**src/rtl/instr_mem_pkg.sv**
```systemverilog
// Shared types for the instruction-RAM arbiter: boot sequencing states and response ownership.
package instr_mem_pkg;

  typedef enum logic [1:0] {
    BOOT  = 2'd0,
    RUN   = 2'd1,
    DRAIN = 2'd2
  } boot_state_e;

  typedef enum logic [1:0] {
    OWN_NONE = 2'd0,
    OWN_LD   = 2'd1,
    OWN_IF   = 2'd2
  } owner_e;

  localparam int unsigned RAM_LATENCY = 1;

endpackage

```
**src/rtl/rr_arb2.sv**
```systemverilog
// Two-requester round-robin arbiter; index 0 = loader, index 1 = fetch.
// On contention the requester that did not win last time gets the grant.
module rr_arb2 (
  input  logic       clk,
  input  logic       rstn_i,
  input  logic [1:0] req,
  input  logic       en,
  output logic [1:0] gnt
);

  // High when requester 1 holds the most recent grant (reset favours requester 0)
  logic rr_last_q;

  always_comb begin
    gnt = 2'b00;
    if (en) begin
      case (req)
        2'b01:   gnt = 2'b01;
        2'b10:   gnt = 2'b10;
        2'b11:   gnt = rr_last_q ? 2'b01 : 2'b10;
        default: gnt = 2'b00;
      endcase
    end
  end

  always_ff @(posedge clk or negedge rstn_i) begin
    if (!rstn_i) begin
      rr_last_q <= 1'b1;
    end else if (gnt[0]) begin
      rr_last_q <= 1'b0;
    end else if (gnt[1]) begin
      rr_last_q <= 1'b1;
    end
  end

endmodule

```
**src/rtl/instr_mem_arbiter.sv**
```systemverilog
// Shares the single-port instruction RAM between the loader/debug port and core fetch,
// holding the core in reset until the loader signals completion.
module instr_mem_arbiter
  import instr_mem_pkg::*;
#(
  parameter  int unsigned ADDR_WIDTH = 8,
  parameter  int unsigned DATA_WIDTH = 32,
  localparam int unsigned BE_WIDTH   = DATA_WIDTH / 8
) (
  input  logic                  clk,
  input  logic                  rstn_i,
  input  logic                  load_done_i,
  input  logic                  boot_hold_i,
  input  logic                  ld_req_i,
  input  logic                  ld_we_i,
  input  logic [ADDR_WIDTH-1:0] ld_addr_i,
  input  logic [DATA_WIDTH-1:0] ld_wdata_i,
  input  logic [BE_WIDTH-1:0]   ld_be_i,
  output logic                  ld_gnt_o,
  output logic                  ld_rvalid_o,
  output logic [DATA_WIDTH-1:0] ld_rdata_o,
  input  logic                  if_req_i,
  input  logic [ADDR_WIDTH-1:0] if_addr_i,
  output logic                  if_gnt_o,
  output logic                  if_rvalid_o,
  output logic [DATA_WIDTH-1:0] if_rdata_o,
  output logic                  core_rstn_o,
  output logic                  ram_en_o,
  output logic                  ram_we_o,
  output logic [ADDR_WIDTH-1:0] ram_addr_o,
  output logic [DATA_WIDTH-1:0] ram_wdata_o,
  output logic [BE_WIDTH-1:0]   ram_be_o,
  input  logic [DATA_WIDTH-1:0] ram_rdata_i
);

  if (DATA_WIDTH != 32 || RAM_LATENCY != 1) begin : g_bad_cfg
    $error("instr_mem_arbiter supports only 32-bit data and a 1-cycle RAM");
  end

  boot_state_e state_q, state_d;
  owner_e      resp_owner_q, resp_owner_d;
  logic        core_rstn_q, core_rstn_d;
  logic [1:0]  arb_req;
  logic [1:0]  arb_gnt;
  logic        arb_en;

  // Fetch is only eligible in RUN; nobody is granted while draining
  assign arb_req = {if_req_i & (state_q == RUN), ld_req_i & (state_q != DRAIN)};
  assign arb_en  = (state_q != DRAIN);

  rr_arb2 u_rr_arb2 (
    .clk    (clk),
    .rstn_i (rstn_i),
    .req    (arb_req),
    .en     (arb_en),
    .gnt    (arb_gnt)
  );

  assign ld_gnt_o = arb_gnt[0];
  assign if_gnt_o = arb_gnt[1];

  // Boot sequencing and registered core reset release
  always_comb begin
    state_d = state_q;
    case (state_q)
      BOOT:    if (!boot_hold_i && load_done_i) state_d = RUN;
      RUN:     if (boot_hold_i) state_d = DRAIN;
      // With a 1-cycle RAM the last grant's response retires during this cycle
      DRAIN:   state_d = BOOT;
      default: state_d = BOOT;
    endcase
    core_rstn_d = (state_d != BOOT);
  end

  always_comb begin
    resp_owner_d = OWN_NONE;
    if (ld_gnt_o) begin
      resp_owner_d = OWN_LD;
    end else if (if_gnt_o) begin
      resp_owner_d = OWN_IF;
    end
  end

  always_ff @(posedge clk or negedge rstn_i) begin
    if (!rstn_i) begin
      state_q      <= BOOT;
      resp_owner_q <= OWN_NONE;
      core_rstn_q  <= 1'b0;
    end else begin
      state_q      <= state_d;
      resp_owner_q <= resp_owner_d;
      core_rstn_q  <= core_rstn_d;
    end
  end

  // RAM port mux: fetch is a full-word read, otherwise loader fields pass through
  always_comb begin
    ram_en_o    = ld_gnt_o | if_gnt_o;
    ram_we_o    = ld_gnt_o & ld_we_i;
    ram_addr_o  = ld_addr_i;
    ram_wdata_o = ld_wdata_i;
    ram_be_o    = ld_be_i;
    if (if_gnt_o) begin
      ram_addr_o  = if_addr_i;
      ram_wdata_o = '0;
      ram_be_o    = '1;
    end
  end

  assign ld_rvalid_o = (resp_owner_q == OWN_LD);
  assign if_rvalid_o = (resp_owner_q == OWN_IF);
  assign ld_rdata_o  = ram_rdata_i;
  assign if_rdata_o  = ram_rdata_i;
  assign core_rstn_o = core_rstn_q;

endmodule

```
**config.mk**
```make
export PLATFORM = sky130hd
export DESIGN_NAME = instr_mem_arbiter
export DESIGN_NICKNAME = d
export VERILOG_FILES = /design/src/rtl/instr_mem_pkg.sv /design/src/rtl/rr_arb2.sv /design/src/rtl/instr_mem_arbiter.sv
export SDC_FILE = /design/constraint.sdc
export NUM_CORES = 1
export LEC_CHECK = 0
export CAP_MARGIN = 20
export CORE_ASPECT_RATIO = 0.7
export CORE_MARGIN = 2
export CORE_UTILIZATION = 19
export DETAILED_ROUTE_END_ITERATION = 7
export GPL_ROUTABILITY_DRIVEN = 0
export PLACE_DENSITY = 0.81
export SLEW_MARGIN = 10
export SYNTH_ARGS = -nofsm -noshare
export SYNTH_HDL_FRONTEND = slang
export SYNTH_HIERARCHICAL = 1
export SYNTH_SLANG_ARGS = --single-unit
```
**constraint.sdc**
```tcl
create_clock -name clk -period 1.6 [get_ports clk]
set_input_delay 0.24 -clock clk [delete_from_list [all_inputs] [get_ports clk]]
set_output_delay 0.24 -clock clk [all_outputs]
set_load 0.02 [all_outputs]
```
# Yosys cells after proc, flatten, opt, wreduce, memory -nomap -nowiden
# Cells that the tools add are included.
# op_classes
eq_ne	7
muxes	13
n_bitwise	4
reduce_logical	5
# op_table
op	count
$mux 32	1
$mux 2	6
$mux 8	1
$eq 2x1->1 const B	3
$eq 2x2->1 const B	3
$pmux 2 s3	1
$mux 4	1
$pmux 2 s2	1
$reduce_bool 2->1	2
$and 1x1->1	3
$logic_not 2->1	1
$mux 1	2
$ne 2x2->1 const B	1
$logic_and 1x1->1	1
$logic_not 1->1	1
$or 1x1->1	1
# totals
regBits	6
in_bits	91
output_inout_bits	115
elab_cells	33

# Longest topological paths before layout
# Gate-level depths: netlist of run 1.
# logic_depth
depth_word	7
depth_mapped	7
mapped_depth_nobuf	5

# Hierarchy
# Netlist of run 1, hierarchy kept.
# by_module_without_submodules
module	instances	cells_each	area_per_inst_um2	seq_area_each_um2
instr_mem_arbiter	1	132	1063.5	125.1
rr_arb2	1	8	62.6	26.3

# Worst setup path before layout of run 1
# OpenSTA, ideal clock, no wires.
# synth_path
kind	register to output
start	register state_q[1]
end	output ram_addr_o[5]
arrival_ns	1.839
required_ns	1.360
path_slack_ns	-0.479
stages_incl_launch_ff	7
path_buffers	2
path_cell_list	dfrtp_1 nor3b_1 nand2_1 a21oi_1 buf_6 buf_6 mux2_4
# synth_via
elab_chain_len	6
elab_cells_between_ends	10
cone_classes	5 x eq/ne; 3 x mux; 2 x bitwise
# synth_lines
element	line	text
start, declared	instr_mem_arbiter.sv:40	boot_state_e state_q, state_d;
start signal, assigned	instr_mem_arbiter.sv:90	state_q <= state_d;
$eq 2x1->1 (*)	instr_mem_arbiter.sv:48	assign arb_req = {if_req_i & (state_q == RUN), ld_req_i & (state_q != DRAIN)};
$and 1x1->1 (*)	instr_mem_arbiter.sv:48	
via arb_req[1]	instr_mem_arbiter.sv:43	logic [1:0] arb_req;
$eq 2x2->1 / $eq 2x1->1 (equally long branches)	rr_arb2.sv:17	case (req)
$pmux 2 s3 (*)	rr_arb2.sv:17	
$mux 2 (*)	rr_arb2.sv:16	if (en) begin
via if_gnt_o	instr_mem_arbiter.sv:24	output logic if_gnt_o,
$mux 8 (*)	instr_mem_arbiter.sv:103	if (if_gnt_o) begin
end, declared	instr_mem_arbiter.sv:30	output logic [ADDR_WIDTH-1:0] ram_addr_o,
# Mark *: on every way through the listed nets, which the timed path passes. The rest lies on a longest branch.

# Worst setup path after layout of run 1
# layout_path
start	register state_q[1]
end	output ram_addr_o[1]
# layout_via
elab_chain_len	6
elab_cells_between_ends	10
cone_classes	5 x eq/ne; 3 x mux; 2 x bitwise
# layout_lines
element	line
$eq 2x1->1 (*)	instr_mem_arbiter.sv:48
$and 1x1->1 (*)	instr_mem_arbiter.sv:48
via arb_req[1]	instr_mem_arbiter.sv:43
$eq 2x2->1 / $eq 2x1->1 (equally long branches)	rr_arb2.sv:17
$pmux 2 s3 (*)	rr_arb2.sv:17
$mux 2 (*)	rr_arb2.sv:16
$mux 8 (*)	instr_mem_arbiter.sv:103
# Marks and branches as above.

==> results of run 1 <==
==> registers in the layout, summed over array words and instances (netlist names) <==
name                 count
u_rr_arb2/rr_last_q      1
core_rstn_o              1
state_q                  2
resp_owner_q             2
==> layout make-up <==
| type | count | area [µm²] |
|---|---|---|
| timing repair buffer | 132 | 1290 |
| inverter | 2 | 7.51 |
| multi-input combinational | 63 | 583 |
| fill | 558 | 3550 |
| tap | 75 | 93.8 |
| clock buffer | 4 | 45.0 |
| sequential | 6 | 153 |
==> final timing paths <==
kind | cells after the start | endpoint | from
setup / recovery | 7 | ram_addr_o[1] | state_q[1]
hold reg to reg | 2 | core_rstn_o | state_q[1]
min in group clk | 0 | ld_rdata_o[18] | ram_rdata_i[18]
max in group asynchronous | 1 | u_rr_arb2/rr_last_q | rstn_i
setup reg to reg | 6 | resp_owner_q[1] | state_q[1]
hold / removal | 1 | core_rstn_o | rstn_i
==> where the power goes <==
group | switching, mW | internal [mW] | leakage [nW]
Sequential | 0.0208 | 0.185 | 0.0733
Clock | 0.0662 | 0.171 | 0.0228
Combinational | 0.339 | 0.484 | 0.896
==> metal layers <==
metal	vias up	track usage	routed length, µm
li1	501	-	-
met4	0	0.0304	22
met1	466	0.104	1300
met2	94	0.134	1820
met5	-	0	0
met3	5	0.0683	556
==> kinds of logic after synthesis <==
| group | synth area share |
|---|---|
| buffers and inverters | 0.472 |
| and+or+nand+nor | 0.286 |
| muxes | 0.0867 |
| DFF | 0.134 |
| AOI/OAI and AO/OA | 0.0211 |
==> layout by cell type, fill, tap and decap left out, drive strengths merged, types with 4 or more instances in the layout <==
cell type      synthesis  final
a21oi                  4      4
and2b                  7      7
buf                   69     69
clkbuf                 0      6
clkdlybuf4s50          0     60
dfrtp                  5      5
mux2                   8      8
nor2b                 28     28
or2                    5      5
==> through the flow <==
step	hold slack, ps	power (mW)	setup TNS [ps]
after global placement	480	0.926	-36820
after CTS	270	1.15	-17290
after floorplan	-55.6	0.762	-3540
after detailed placement	480	0.933	-38240
after global routing	290	1.35	-21100
final	268	1.27	-17200
==> worst max-delay path, delay by kind of cell (launching register included) <==
| kind | cells | cell delay [ps] |
|---|---|---|
| buf+inv | 3 | 370 |
| mux | 1 | 300 |
| compound gates | 1 | 190 |
| simple gates | 2 | 310 |
| flops | 1 | 440 |
==> what timing repair did <==
item                                    in CTS  in global routing
pin swaps                                    1                  9
endpoints found under the setup margin      48                 48
hold buffers                                 0                  0
resized for setup                          220                 70
gates cloned                                 0                  2
buffers inserted                             3                  9
==> flow_metrics.py, run 1 <==
metrics = {
    "timing": {
        "max_freq_mhz": 482,
        "slew_headroom": 0.806,
        "finalSetupViolations": 48,
        "min_period_ps": 2080,
        "tightest_slew_ps": 289,
        "hold_violations": 0,
        "clock_skew_ps": 0.190,
        "fin_ws_ps": -475,
        "rsz0062_at_grt": "yes",
        "fin_crit_sh": 1.30,
        "finalMaxSlewViolations": 0,
    },
    "placement": {
        "dp.cells": 266,
        "port_buffers": 109,
        "dp_hpwl_mm": 2.88,
        "dp_slack_ps": -923,
        "place_area_um2": 1930,
    },
    "routing": {
        "route.detailed.drc": 0,
        "num_vias": 1066,
        "viasPerCell": 3.78,
        "routed_wl_mm": 3.70,
        "drtPass1Iterations": 4,
        "wl_per_cell_um": 13.1,
        "ant_nets": 0,
        "drt_iter0_drc": 18,
    },
    "floorplan": {
        "dieArea_um2": 6570,
        "initial_core_util": 0.197,
        "dieHeight_um": 68.4,
        "die_w_um": 96.0,
        "core-area_um2": 5730,
        "placementRows": 23,
        "pin_count": 206,
    },
    "critical_path": {
        "cp_max_fo": 7,
        "crit_chain": "nor3b_4 -> nand2_2 -> a21oi_4 -> buf_6 -> buf_12 -> mux2_4 -> buf_6",
        "r2r_slack_ps": 190,
        "cp_slowest_stage_delay_ps": 440,
        "critPathArrivalTime_ps": 1840,
        "setup.worst_path.end_class": "output pin",
        "critical_path_class": "register to output pin",
        "critPathRequiredTime_ps": 1360,
        "startpoint_type": "register",
        "cp_slowest_cell": "dfrtp_2",
        "crit_top_cell": "buf_6",
    },
    "clock_network": {
        "cts.sinks": 6,
        "cts_made_buffers": 3,
        "cts_max_path_buffers": 2,
        "h-tree-depth": 1,
        "cts_tree": "built",
        "clk_latency_ps": 220,
        "clkTransAtPathRegs_ps": 40,
        "cts_root_buf": "clkbuf_8",
    },
    "logic_synthesis": {
        "synth_seq_cells": 6,
        "synthDistinctLibCells": 21,
        "syn_inst": 140,
        "yosys-top-cells-area": "buf_4 43%, nor2b_1 16%, dfrtp_1 11%, mux2_2 6.0%, and2b_1 4.7%",
        "syn-num-nets": 231,
        "syn-cell-area_um2": 1130,
        "synth_common_cells": "64 x buf_4, 28 x nor2b_1, 7 x and2b_1",
        "syn-mean-instance-area_um2": 8.04,
        "seq_area_frac_synth": 0.134,
        "synth-edff-count": 0,
        "synth_top_area_frac": 0.427,
        "synthFlopType": "dfrtp_1",
        "synth_async_sr_flop_share": 1.00,
        "yosys_warnings": 6,
        "synth_most_common_cell": "buf_4",
        "synth_top_area_cell": "buf_4",
    },
    "global_routing": {
        "antenna_found_initial": 0,
        "grt_max_degree": 15,
        "grt-ovfl-total": 0,
        "grt_util_all_layers": 0.0917,
        "grt_pass1_wl_mm": 4.53,
        "grt_pass1_vias": 952,
    },
    "cells_and_area": {
        "n_antenna_cell": 0,
        "fin_cells": 282,
        "syn2layout_area_growth_pct": 93.0,
        "nNetsFinal": 299,
        "final_cell_area_um2": 2170,
        "final_util": 0.380,
        "drive_gt1_frac": 0.541,
    },
    "power_and_ir_drop": {
        "p_leak_nw": 0.992,
        "cellPowerDensity_nw_per_um2": 583,
        "max-vdd-ir-drop_mv": 0.233,
    },
    "status": {
        "violations": "negative setup slack",
        "status": "complete, but fails checks",
    },
    "job": {
        "cap_violations": 0,
    },
    "hold_path": {
        "worstHoldPathType": "input port to async pin",
    },
}
Power figures use the tool's default switching activity.
==> run 2: changes to the inputs <==
Settings changed: MAX_ROUTING_LAYER set to met4.
==> flow_metrics.py, run 2 (same netlist as run 1, synthesis figures left out) <==
metrics = {
    "critical_path": {
        "setup.worst_path.end_class": "output pin",
        "startpoint_type": "register",
        "critPathRequiredTime_ps": 1360,
        "critPathArrivalTime_ps": 1840,
        "critical_path_class": "register to output pin",
        "cp_max_fo": 7,
    },
    "routing": {
        "route.detailed.drc": 0,
        "viasPerCell": 3.78,
        "wl_per_cell_um": 13.1,
        "drt_iter0_drc": 18,
        "wl_met2_mm": 1.82,
        "routed_wl_mm": 3.70,
        "drtPass1Iterations": 4,
        "num_vias": 1066,
        "drt-met1-wl_mm": 1.34,
        "wl_met3_um": 511,
        "top_layer": "met4",
        "ant_nets": 0,
    },
    "timing": {
        "min_period_ps": 2080,
        "slew_headroom": 0.806,
        "rsz0062_at_grt": "yes",
        "hold_violations": 0,
        "fin_crit_sh": 1.30,
        "clock_skew_ps": 0.190,
        "tightest_slew_ps": 289,
        "finalSetupViolations": 48,
        "fin_ws_ps": -475,
        "finalMaxSlewViolations": 0,
        "max_freq_mhz": 482,
    },
    "global_routing": {
        "antenna_found_initial": 0,
        "grt_pass1_vias": 953,
        "grt_max_degree": 15,
        "grt-ovfl-total": 0,
        "grt_pass1_wl_mm": 4.53,
        "grt_util_all_layers": 0.0944,
    },
    "floorplan": {
        "core-area_um2": 5730,
        "placementRows": 23,
        "pin_count": 206,
        "dieArea_um2": 6570,
        "initial_core_util": 0.197,
        "die_w_um": 96.0,
        "dieHeight_um": 68.4,
    },
    "cells_and_area": {
        "n_antenna_cell": 0,
        "syn2layout_area_growth_pct": 93.0,
        "drive_gt1_frac": 0.541,
        "layout_commonest_cell": "clkdlybuf4s50_1",
        "final_util": 0.380,
        "layout_common_cells": "60 x clkdlybuf4s50_1, 31 x buf_6, 22 x nor2b_1",
        "nNetsFinal": 299,
        "reg_top3": "resp_owner_q: 2 flops, state_q: 2 flops",
    },
    "status": {
        "status": "complete, but fails checks",
        "violations": "negative setup slack",
    },
    "placement": {
        "dp_hpwl_mm": 2.88,
        "dp_slack_ps": -923,
        "port_buffers": 109,
    },
    "hold_path": {
        "worstHoldPathType": "input port to async pin",
    },
    "power_and_ir_drop": {
        "max-vdd-ir-drop_mv": 0.233,
        "cellPowerDensity_nw_per_um2": 583,
        "p_leak_nw": 0.992,
    },
    "clock_network": {
        "clk_latency_ps": 220,
        "cts_made_buffers": 3,
        "cts.sinks": 6,
        "cts_root_buf": "clkbuf_8",
        "cts_max_path_buffers": 2,
        "cts_tree": "built",
        "clkTransAtPathRegs_ps": 40,
        "h-tree-depth": 1,
    },
    "job": {
        "cap_violations": 0,
    },
}
## run 2: cell counts in the layout (fill, tap and decap cells not counted)
Identical to the previous run, type by type.
## run 2: path summary, 6_finish.rpt
path	slack, ps	start	cells after the start	to
worst max-delay path	-480	state_q[1]	7	ram_addr_o[1]
worst min-delay path	270	rstn_i	1	core_rstn_o
min in group clk	480	ram_rdata_i[18]	0	ld_rdata_o[18]
max in group asynchronous	1060	rstn_i	1	u_rr_arb2/rr_last_q
worst min register to register	630	state_q[1]	2	core_rstn_o
worst max register to register	190	state_q[1]	6	resp_owner_q[1]
## run 2: repair_timing
item,in CTS,in global routing
hold buffers,0,0
pin swaps,1,9
cloned,0,2
endpoints found under the setup margin,48,48
buffers inserted,3,9
gates resized for setup,220,70
## run 2: cell type report
cell class / instances / area [µm²]
Clock buffer: 4 / 45.0
Fill cell: 558 / 3550
Inverter: 2 / 7.51
Multi-Input combinational cell: 63 / 583
Sequential cell: 6 / 153
Tap cell: 75 / 93.8
Timing Repair Buffer: 132 / 1290
## run 2: critical path, cell delays in order, from the launching register on
cell     delay [ps]
dfrtp_2         440
nor3b_4         210
nand2_2         100
a21oi_4         190
buf_6           130
buf_12          110
mux2_4          300
buf_6           130
## run 2: per-stage QoR
step	area, µm²	hold slack (ps)	setup TNS (ps)	power, mW	cells
global route	2170	290	-21100	1.35	282
global placement	1930	480	-36820	0.926	266
finish	2170	268	-17210	1.27	282
floorplan	1160	-55.6	-3540	0.762	140
detailed placement	1930	480	-38240	0.933	266
CTS	1880	270	-17290	1.15	272
## run 2: power breakdown
| part | switching (mW) | total [mW] | internal, mW |
|---|---|---|---|
| clock network | 0.0662 | 0.238 | 0.171 |
| registers | 0.0208 | 0.206 | 0.185 |
| logic | 0.339 | 0.823 | 0.484 |
| total | 0.427 | 1.27 | 0.841 |
## run 2: routing by layer
metal  track usage  up-vias
met4        0.0304        0
li1              -      501
met3        0.0661        5
met1         0.105      466
met5             -        -
met2         0.134       94
==> run 3: changes to the inputs <==
Settings changed: ABC_AREA set to 1, PLACE_DENSITY 0.81 to 0.8.
==> flow_metrics.py, run 3 <==
metrics = {
    "status": {
        "status": "complete, but fails checks",
        "violations": "negative setup slack",
    },
    "logic_synthesis": {
        "synth_top_area_cell": "buf_4",
        "synth_async_sr_flop_share": 1.00,
        "synth_most_common_cell": "buf_4",
        "synth_top_family_by_area": "buffers and inverters",
        "synth_common_cells": "64 x buf_4, 43 x inv_1, 36 x nor2_1",
        "synthAdderAreaFrac": 0,
        "synthFlopType": "dfrtp_1",
        "synth-compound-area-share": 0.0106,
        "synth_xor_area_frac": 0,
        "synth_seq_cells": 6,
        "syn-cell-area_um2": 1170,
        "yosys.area_share.simple": 0.263,
        "synth_top_area_frac": 0.409,
        "synth-edff-count": 0,
        "seq_area_frac_synth": 0.129,
        "synthDistinctLibCells": 13,
        "yosys_warnings": 6,
        "syn-num-nets": 290,
        "yosys-top-cells-area": "buf_4 41%, inv_1 14%, nor2_1 12%, nand2_1 11%, dfrtp_1 11%",
        "syn-mean-instance-area_um2": 5.90,
        "syn_inst": 199,
        "synthMuxAreaShare": 0,
    },
    "clock_network": {
        "cts_max_path_buffers": 2,
        "cts_root_buf": "clkbuf_8",
        "cts.sinks": 6,
        "h-tree-depth": 1,
        "clk_latency_ps": 220,
        "cts_made_buffers": 3,
        "clkTransAtPathRegs_ps": 40,
        "cts_tree": "built",
    },
    "timing": {
        "finalSetupViolations": 48,
        "min_period_ps": 1900,
        "tightest_slew_ps": 261,
        "fin_crit_sh": 1.19,
        "whs_ps": 255,
        "slew_headroom": 0.825,
        "fin_ws_ps": -299,
        "rsz0062_at_grt": "yes",
        "clock_skew_ps": 0.882,
        "finalMaxSlewViolations": 0,
        "hold_violations": 0,
        "max_freq_mhz": 527,
    },
    "critical_path": {
        "reg2reg_to": "resp_owner_q[1]",
        "worstRegToRegCells": 6,
        "critPathArrivalTime_ps": 1660,
        "r2r_start": "state_q[1]",
        "critical_path_class": "input port to output pin",
        "cp_slowest_stage_delay_ps": 470,
        "r2r_slack_ps": 300,
        "crit_chain": "clkdlybuf4s50_1 -> and3_4 -> nand2_2 -> inv_2 -> nand2_4 -> inv_8 -> buf_6 -> buf_16 -> nand2_4 -> nand2_2 -> buf_6",
        "critPathRequiredTime_ps": 1360,
        "startpoint_type": "input port",
        "cp_slowest_cell": "clkdlybuf4s50_1",
        "setup.worst_path.end_class": "output pin",
        "cp_max_fo": 6,
    },
    "routing": {
        "routed_wl_mm": 3.95,
        "ant_nets": 0,
        "num_vias": 1225,
        "viasPerCell": 3.69,
        "wl_per_cell_um": 11.9,
        "drt_iter0_drc": 8,
        "route.detailed.drc": 0,
        "drtPass1Iterations": 4,
    },
    "cells_and_area": {
        "layout_common_cells": "58 x clkdlybuf4s50_1, 38 x inv_1, 30 x buf_6",
        "nNetsFinal": 349,
        "final_util": 0.371,
        "layout_commonest_cell": "clkdlybuf4s50_1",
        "reg_top3": "resp_owner_q: 2 flops, state_q: 2 flops",
        "drive_gt1_frac": 0.412,
        "syn2layout_area_growth_pct": 84.3,
        "n_antenna_cell": 0,
        "fin_cells": 332,
    },
    "floorplan": {
        "dieArea_um2": 6840,
        "pin_count": 206,
        "die_w_um": 98.0,
        "dieHeight_um": 69.8,
        "initial_core_util": 0.201,
        "placementRows": 23,
        "core-area_um2": 5840,
    },
    "global_routing": {
        "grt_util_all_layers": 0.110,
        "grt-ovfl-total": 0,
        "antenna_found_initial": 0,
        "grt_max_degree": 19,
        "grt_pass1_vias": 1268,
        "grt_pass1_wl_mm": 6.07,
    },
    "power_and_ir_drop": {
        "power.total_mw": 1.15,
        "cellPowerDensity_nw_per_um2": 529,
        "max-vdd-ir-drop_mv": 0.359,
        "p_leak_nw": 1.17,
    },
    "placement": {
        "dp.cells": 319,
        "port_buffers": 109,
        "dp_hpwl_mm": 2.82,
    },
    "job": {
        "cap_violations": 0,
    },
    "hold_path": {
        "worstHoldPathType": "input port to async pin",
    },
}
run 3: changes by cell type in the layout (fill, tap and decap cells not counted), moves of 5 or more:
| cell | before | now |
|---|---|---|
| mux2_4 | 8 | 0 |
| nor2b_4 | 5 | 0 |
| nand2_1 | 0 | 20 |
| inv_1 | 1 | 38 |
| nor2_4 | 0 | 8 |
| and2b_2 | 7 | 0 |
| nor2_1 | 1 | 21 |
| nor2b_1 | 22 | 0 |
| nor2_2 | 0 | 7 |
| nand2_2 | 1 | 13 |
| or2_4 | 5 | 0 |
| or2_1 | 0 | 5 |
run 3: how the worst max path moves through the flow:
stage,start,to,slack [ps]
global route,state_q[1],ram_addr_o[0],-380
CTS,state_q[1],ram_addr_o[0],-300
detailed placement,ld_req_i,ram_be_o[3],-810
finish,if_req_i,ram_addr_o[0],-300
floorplan,state_q[1],ram_wdata_o[10],-30
global placement,ld_req_i,ram_wdata_o[22],-750
run 3: layout make-up:
cell class	instances	area, µm²
inverters	44	178
multi-input cells	80	467
well taps	75	93.8
flip-flops and latches	6	153
clock buffers	4	45.0
fillers	595	3680
repair buffers	123	1230
run 3: cells by family after synthesis:
| logic type | after synthesis |
|---|---|
| buffers and inverters | 113 |
| DFF | 6 |
| AOI/OAI and AO/OA | 2 |
| and+or+nand+nor | 78 |
run 3: power breakdown:
group	total [mW]	internal (mW)	switching (mW)
Sequential	0.180	0.169	0.0109
Clock	0.238	0.171	0.0665
Combinational	0.727	0.387	0.340
run 3: timing repair:
action	in CTS	in global routing
gates resized for setup	276	42
setup buffers	5	2
cloned	3	0
hold buffers	0	0
setup endpoints to repair	48	50
pin swaps	18	5
run 3: worst max-delay path, delay by kind of cell:
family | cells | cell delay [ps]
buffers and inverters | 6 | 1000
and+or+nand+nor | 5 | 400
run 3: metal layers:
layer	vias to the layer above	global-route usage	routed length, µm
li1	606	-	-
met1	501	0.112	1390
met2	106	0.186	1910
met3	12	0.0585	594
met4	0	0.0309	58
met5	-	-	0
run 3: metrics by stage:
step                cell area [µm²]  TNS (ps)  setup slack, ps
detailed placement             1880    -35250             -812
global route                   2170    -12700             -380
floorplan                      1180      -842            -26.3
global placement               1880    -32810             -752
finish                         2170     -9420             -299
CTS                            2050    -10300             -303
